### src/rtl/func_eval_accumulator.sv
// Command front-end and running-sum sequencer for the function-evaluation datapath.
// Issues LANES-wide operand batches, buffers returned terms, and accumulates them through one shared FP adder.
module func_eval_accumulator #(
    parameter int FLT_DATA_WIDTH = 32,
    parameter int LANES          = 2,
    parameter int DEPTH          = 8,
    parameter int CNT_WIDTH      = 8,
    parameter int N_WIDTH        = 2
) (
    input  logic                              clk,
    input  logic                              rst,
    input  logic                              clk_en,
    input  logic                              start,
    input  logic [N_WIDTH-1:0]                n,
    input  logic [LANES*FLT_DATA_WIDTH-1:0]   x_in,
    output logic                              pipe_start,
    output logic [LANES*FLT_DATA_WIDTH-1:0]   pipe_x,
    input  logic                              term_valid,
    output logic                              term_ready,
    input  logic [FLT_DATA_WIDTH-1:0]         term_half,
    input  logic [FLT_DATA_WIDTH-1:0]         term_cos,
    output logic                              add_start,
    output logic [FLT_DATA_WIDTH-1:0]         add_a,
    output logic [FLT_DATA_WIDTH-1:0]         add_b,
    input  logic                              add_done,
    input  logic [FLT_DATA_WIDTH-1:0]         add_result,
    output logic [FLT_DATA_WIDTH-1:0]         result,
    output logic                              done,
    output logic                              err,
    output logic                              busy
);

    localparam int AW = $clog2(DEPTH);
    localparam logic [AW:0]          DEPTH_W = (AW+1)'(DEPTH);
    localparam logic [CNT_WIDTH:0]   LANES_W = (CNT_WIDTH+1)'(LANES);
    localparam logic [CNT_WIDTH:0]   CNT_MAX = {1'b0, {CNT_WIDTH{1'b1}}};
    localparam logic [N_WIDTH-1:0]   CMD_CLEAR = N_WIDTH'(0);
    localparam logic [N_WIDTH-1:0]   CMD_GO    = N_WIDTH'(1);
    localparam logic [N_WIDTH-1:0]   CMD_READ  = N_WIDTH'(2);

    typedef enum logic [2:0] {
        S_IDLE, S_GO_ISSUE, S_CLEAR_WAIT, S_READ_WAIT, S_READ_ADD, S_DONE
    } main_state_t;

    typedef enum logic [1:0] {
        A_IDLE, A_HALF, A_COS, A_FINAL
    } acc_state_t;

    main_state_t state, state_next;
    acc_state_t  acc_state, acc_next;
    logic        err_q, err_next;
    logic        add_start_q;

    logic [CNT_WIDTH-1:0]      pending;
    logic [CNT_WIDTH:0]        pend_sum;
    logic [FLT_DATA_WIDTH-1:0] half_sum, cos_sum, cur_cos;

    logic [FLT_DATA_WIDTH-1:0] mem_half [DEPTH];
    logic [FLT_DATA_WIDTH-1:0] mem_cos  [DEPTH];
    logic [AW-1:0]             wr_ptr, rd_ptr;
    logic [AW:0]               count;

    logic full, fifo_empty, push, pop, quiescent, go_fits, issue, final_launch, adder_ack;

    assign full         = (count == DEPTH_W);
    assign fifo_empty   = (count == '0);
    assign term_ready   = !full;
    assign push         = clk_en && term_valid && !full;
    assign quiescent    = (pending == '0) && fifo_empty && (acc_state == A_IDLE);
    assign go_fits      = ({1'b0, pending} + LANES_W) <= CNT_MAX;
    assign issue        = clk_en && (state == S_GO_ISSUE) && go_fits;
    assign final_launch = clk_en && (state == S_READ_WAIT) && quiescent;
    // The final READ add and term accumulation never share the adder: READ_ADD blocks pops.
    assign pop          = clk_en && (acc_state == A_IDLE) && !fifo_empty && (state != S_READ_ADD);
    assign adder_ack    = clk_en && add_done;

    assign pipe_start = issue;
    assign add_start  = add_start_q && clk_en;
    assign done       = clk_en && (state == S_DONE);
    assign err        = done && err_q;
    assign busy       = (state != S_IDLE);

    always_comb begin
        state_next = state;
        err_next   = err_q;
        case (state)
            S_IDLE: begin
                if (clk_en && start) begin
                    err_next = 1'b0;
                    case (n)
                        CMD_CLEAR: state_next = S_CLEAR_WAIT;
                        CMD_GO:    state_next = S_GO_ISSUE;
                        CMD_READ:  state_next = S_READ_WAIT;
                        default: begin
                            state_next = S_DONE;
                            err_next   = 1'b1;
                        end
                    endcase
                end
            end
            S_GO_ISSUE: begin
                if (clk_en) begin
                    state_next = S_DONE;
                    err_next   = !go_fits;
                end
            end
            S_CLEAR_WAIT: if (clk_en && quiescent) state_next = S_DONE;
            S_READ_WAIT:  if (final_launch) state_next = S_READ_ADD;
            S_READ_ADD:   if (adder_ack && acc_state == A_FINAL) state_next = S_DONE;
            S_DONE:       if (clk_en) state_next = S_IDLE;
            default:      state_next = S_IDLE;
        endcase
    end

    always_comb begin
        acc_next = acc_state;
        case (acc_state)
            A_IDLE: begin
                if (final_launch)  acc_next = A_FINAL;
                else if (pop)      acc_next = A_HALF;
            end
            A_HALF:  if (adder_ack) acc_next = A_COS;
            A_COS:   if (adder_ack) acc_next = A_IDLE;
            A_FINAL: if (adder_ack) acc_next = A_IDLE;
            default: acc_next = A_IDLE;
        endcase
    end

    // Pending count: +LANES on issue, -1 per accepted term, floor at zero.
    always_comb begin
        pend_sum = {1'b0, pending} + (issue ? LANES_W : '0);
        if (push && pend_sum != '0)
            pend_sum = pend_sum - 1'b1;
    end

    always_ff @(posedge clk) begin
        if (push) begin
            mem_half[wr_ptr] <= term_half;
            mem_cos[wr_ptr]  <= term_cos;
        end
    end

    always_ff @(posedge clk) begin
        if (!rst) begin
            state       <= S_IDLE;
            acc_state   <= A_IDLE;
            err_q       <= 1'b0;
            add_start_q <= 1'b0;
            add_a       <= '0;
            add_b       <= '0;
            pipe_x      <= '0;
            result      <= '0;
            half_sum    <= '0;
            cos_sum     <= '0;
            cur_cos     <= '0;
            pending     <= '0;
            wr_ptr      <= '0;
            rd_ptr      <= '0;
            count       <= '0;
        end else if (clk_en) begin
            state       <= state_next;
            acc_state   <= acc_next;
            err_q       <= err_next;
            add_start_q <= 1'b0;
            pending     <= pend_sum[CNT_WIDTH-1:0];

            if (state == S_IDLE && start && n == CMD_GO)
                pipe_x <= x_in;

            case (acc_state)
                A_IDLE: begin
                    if (final_launch) begin
                        add_start_q <= 1'b1;
                        add_a       <= half_sum;
                        add_b       <= cos_sum;
                    end else if (pop) begin
                        add_start_q <= 1'b1;
                        add_a       <= half_sum;
                        add_b       <= mem_half[rd_ptr];
                        cur_cos     <= mem_cos[rd_ptr];
                    end
                end
                A_HALF: begin
                    if (add_done) begin
                        half_sum    <= add_result;
                        add_start_q <= 1'b1;
                        add_a       <= cos_sum;
                        add_b       <= cur_cos;
                    end
                end
                A_COS:   if (add_done) cos_sum <= add_result;
                A_FINAL: if (add_done) result  <= add_result;
                default: ;
            endcase

            if (state == S_CLEAR_WAIT && quiescent) begin
                half_sum <= '0;
                cos_sum  <= '0;
            end

            if (push) wr_ptr <= wr_ptr + AW'(1);
            if (pop)  rd_ptr <= rd_ptr + AW'(1);
            count <= count + {{AW{1'b0}}, push} - {{AW{1'b0}}, pop};
        end
    end

endmodule

### config.mk
export PLATFORM = sky130hd
export DESIGN_NAME = func_eval_accumulator
export DESIGN_NICKNAME = d
export VERILOG_FILES = /design/src/rtl/func_eval_accumulator.sv
export SDC_FILE = /design/constraint.sdc
export NUM_CORES = 1
export LEC_CHECK = 0
export BUFFER_PORTS_ARGS = -buffer_cell sky130_fd_sc_hd__buf_2
export CORE_MARGIN = 3
export CORE_UTILIZATION = 40
export CTS_CLUSTER_DIAMETER = 150
export CTS_CLUSTER_SIZE = 30
export DETAILED_ROUTE_END_ITERATION = 8
export GPL_TIMING_DRIVEN = 0
export PLACE_DENSITY = 0.54
export SLEW_MARGIN = 20
export SYNTH_ARGS = -nofsm -noshare
export SYNTH_HDL_FRONTEND = slang
export SYNTH_SLANG_ARGS = --single-unit
export TNS_END_PERCENT = 10
### constraint.sdc
create_clock -name clk -period 12.6 [get_ports clk]
set_input_delay 2.52 -clock clk [delete_from_list [all_inputs] [get_ports clk]]
set_output_delay 2.52 -clock clk [all_outputs]
set_load 0.01 [all_outputs]
==> results.py <==
metrics = {
    "route": {
        "drtPass1Iterations": 7,
        "routed_wl_mm": 94.0,
        "drc": 0,
        "drt-initial-drc-count": 1573,
        "wl_per_cell_microns": 25.4,
        "vias": 20100,
        "drt-vias-per-instance": 5.43,
        "ant_nets": 0,
    },
    "status": {
        "status": "finished clean",
    },
    "cts": {
        "ctsResizeCount": 0,
        "cts_setup_buffers": 0,
        "cts_buffers": 30,
        "htree_num_levels": 1,
        "clockRootBuffer": "clkbuf_16",
        "clock-sinks": 796,
        "clock_latency_ns": 0.66,
        "hold_buffers": 0,
        "cts_tree": "done",
        "clk_path_buf_depth": 3,
        "clk_pin_slew_ns": 0.11,
    },
    "die": {
        "die_w_microns": 285,
        "core_area_sq_um": 76500,
        "rows": 101,
        "ios": 334,
        "die_area_sq_um": 81200,
        "dieHeight_microns": 285,
        "start_util": 0.407,
    },
    "power_and_ir_drop": {
        "switching_share": 0.291,
        "p_per_area_nw_per_um2": 152,
        "p_sw_w": 0.00158,
        "vdd_drop_max_uv": 136,
        "total_power_w": 0.00542,
        "seq_power_share": 0.553,
        "combPwrFrac": 0.218,
        "p_int_w": 0.00384,
        "clockPowerShare": 0.229,
        "p_leak_nw": 12.3,
    },
    "global_route": {
        "grt_pass1_vias": 19800,
        "grt_pass1_wl_mm": 137,
        "gr-total-overflow": 0,
        "track_usage": 0.227,
        "grt_max_degree": 32,
        "antenna_found_initial": 10,
    },
    "timing": {
        "rsz0062_at_grt": "false",
        "min_period_ns": 6.76,
        "fin_skew_ns": 0.0294,
        "setup_tns_ns": 0,
        "finalSetupViolations": 0,
        "worst_slew_pin_slew_ns": 1.15,
        "slew_viol_final": 0,
        "holdWs_ns": 0.459,
        "slew_headroom": 0.233,
        "post-route-period-util": 0.537,
        "finalHoldViolCount": 0,
        "max_freq_ghz": 0.148,
    },
    "worst_setup_path": {
        "crit_path_max_fanout": 10,
        "worstPathRequired_ns": 10.08,
        "criticalPathCategory": "in -> out",
        "worst_setup_path_end_kind": "output port",
        "r2r_cells": 14,
        "cp.arrival_ns": 4.24,
        "cp-start-kind": "primary input",
    },
    "yosys": {
        "synth_nets": 2372,
        "synth_cell_types": 65,
        "async_flop_share": 0,
        "syn_avg_cell_area_sq_um": 14.2,
        "ys_top_cells_by_area": "edfxtp_1 49%, dfxtp_1 18%, mux4_2 9.3%, nand2_1 3.9%, mux2i_1 3.2%",
        "synth.most_common_cell": "edfxtp_1",
        "synthFlopType": "edfxtp_1",
        "synth_enable_flop_cells": 512,
        "syn_inst": 2188,
        "yosys.area.top_type_share": 0.494,
        "yosysWarnings": 0,
        "syn_area_sq_um": 31100,
        "yosys.area.top_type": "edfxtp_1",
        "ys_ff_latch": 796,
        "seq_area_frac_synth": 0.677,
        "ys_top_cells_by_count": "512 x edfxtp_1, 327 x nand2_1, 284 x dfxtp_1, 178 x a21oi_1",
    },
    "layout": {
        "design_area_sq_um": 35700,
        "drive_above_1_share": 0.273,
        "nets": 2831,
        "fill_cells": 6921,
        "syn_to_final_growth_pct": 14.9,
        "final_util": 0.468,
    },
    "placed_design": {
        "hpwl_mm": 72.0,
        "place_area_sq_um": 34900,
        "place_congestion": 0.961,
        "io_buffers": 332,
    },
    "min_path": {
        "hold_path.class": "reg -> reg",
        "hold-path-cell-count": 2,
    },
    "job": {
        "drv_cap": 0,
    },
}
stage by stage:
stage	setup slack [ns]	std cells
floorplan	2.09	2188
global placement	-6.49	3550
detailed placement	5.88	3645
CTS	5.88	3698
global route	5.77	3699
finish	5.84	3703
flip-flops by register name, indices dropped and copies added, names as in the netlist, 8 cells and up, named ones only:
name      cells
add_a        32
add_b        32
cos_sum      32
cur_cos      32
half_sum     32
mem_cos     256
mem_half    256
pending       8
pipe_x       64
result       32
worst max-delay path: stages:
cell	delay, ns
buf_2	0.08
buf_2	0.22
buf_1	0.50
buf_1	0.51
and2_1	0.24
buf_2	0.17
final cells by class:
cell class	count	area, sq um	area share
clock inverters	2	32.5	0.000910
flip-flops and latches	796	21100	0.589
plain buffers	162	727	0.0203
clock buffers	51	830	0.0232
inverters	17	63.8	0.00178
repair buffers	427	2410	0.0675
well taps	1030	1290	0.0360
multi-input cells	1213	9320	0.261
diodes	5	12.5	0.000350
cells in the final DEF (no fill, tap or decap), drive strengths merged, types with 3 or more instances in the layout:
cell type,instances
xor2,4
o21ai,10
nand4,5
nand3,72
diode,5
a31oi,5
xnor2,6
dfxtp,284
nor3,9
o22ai,3
o31a,3
inv,17
buf,501
edfxtp,512
or3,4
nor3b,4
nand4b,3
a22oi,3
a211oi,68
nand2,347
clkbuf,139
ha,15
mux4,128
nor4,10
and3,8
mux2i,100
a311oi,33
a21oi,178
o21a,3
o211ai,35
nor2,129
layer usage:
metal	vias to the layer above	routed length (microns)	track usage
met1	10200	39700	0.305
met5	-	30	0
met3	112	6880	0.0496
li1	9120	-	-
met2	693	44400	0.375
met4	6	2980	0.0631
final timing paths:
check        slack, ns         end        from
max               5.84   add_start      clk_en
min reg2reg       0.46  pipe_x[29]  pipe_x[29]
min               0.46  pipe_x[29]  pipe_x[29]
max reg2reg       8.38  pending[1]  pending[4]
cell families after synthesis:
| logic type | share of synthesized area |
|---|---|
| flip-flops | 0.677 |
| buffers and inverters | 0.0254 |
| multiplexers | 0.125 |
| AND/OR/NAND/NOR | 0.0850 |
| adder cells (fa/ha/maj) | 0.00667 |
| AO/OA/AOI/OAI | 0.0782 |
| XOR/XNOR | 0.00281 |
power groups by stage:
| stage | combinational, W | sequential (W) | clock, W |
|---|---|---|---|
| after global routing | 0.00129 | 0.00301 | 0.00136 |
| after CTS | 0.00120 | 0.00300 | 0.00129 |
| after global placement | 0.00117 | 0.00306 | 0 |
| after detailed placement | 0.00120 | 0.00305 | 0 |
| after floorplan | 0.000749 | 0.00305 | 0 |
| final | 0.00118 | 0.00300 | 0.00124 |
No activity file was read; power rests on OpenSTA's default activity.
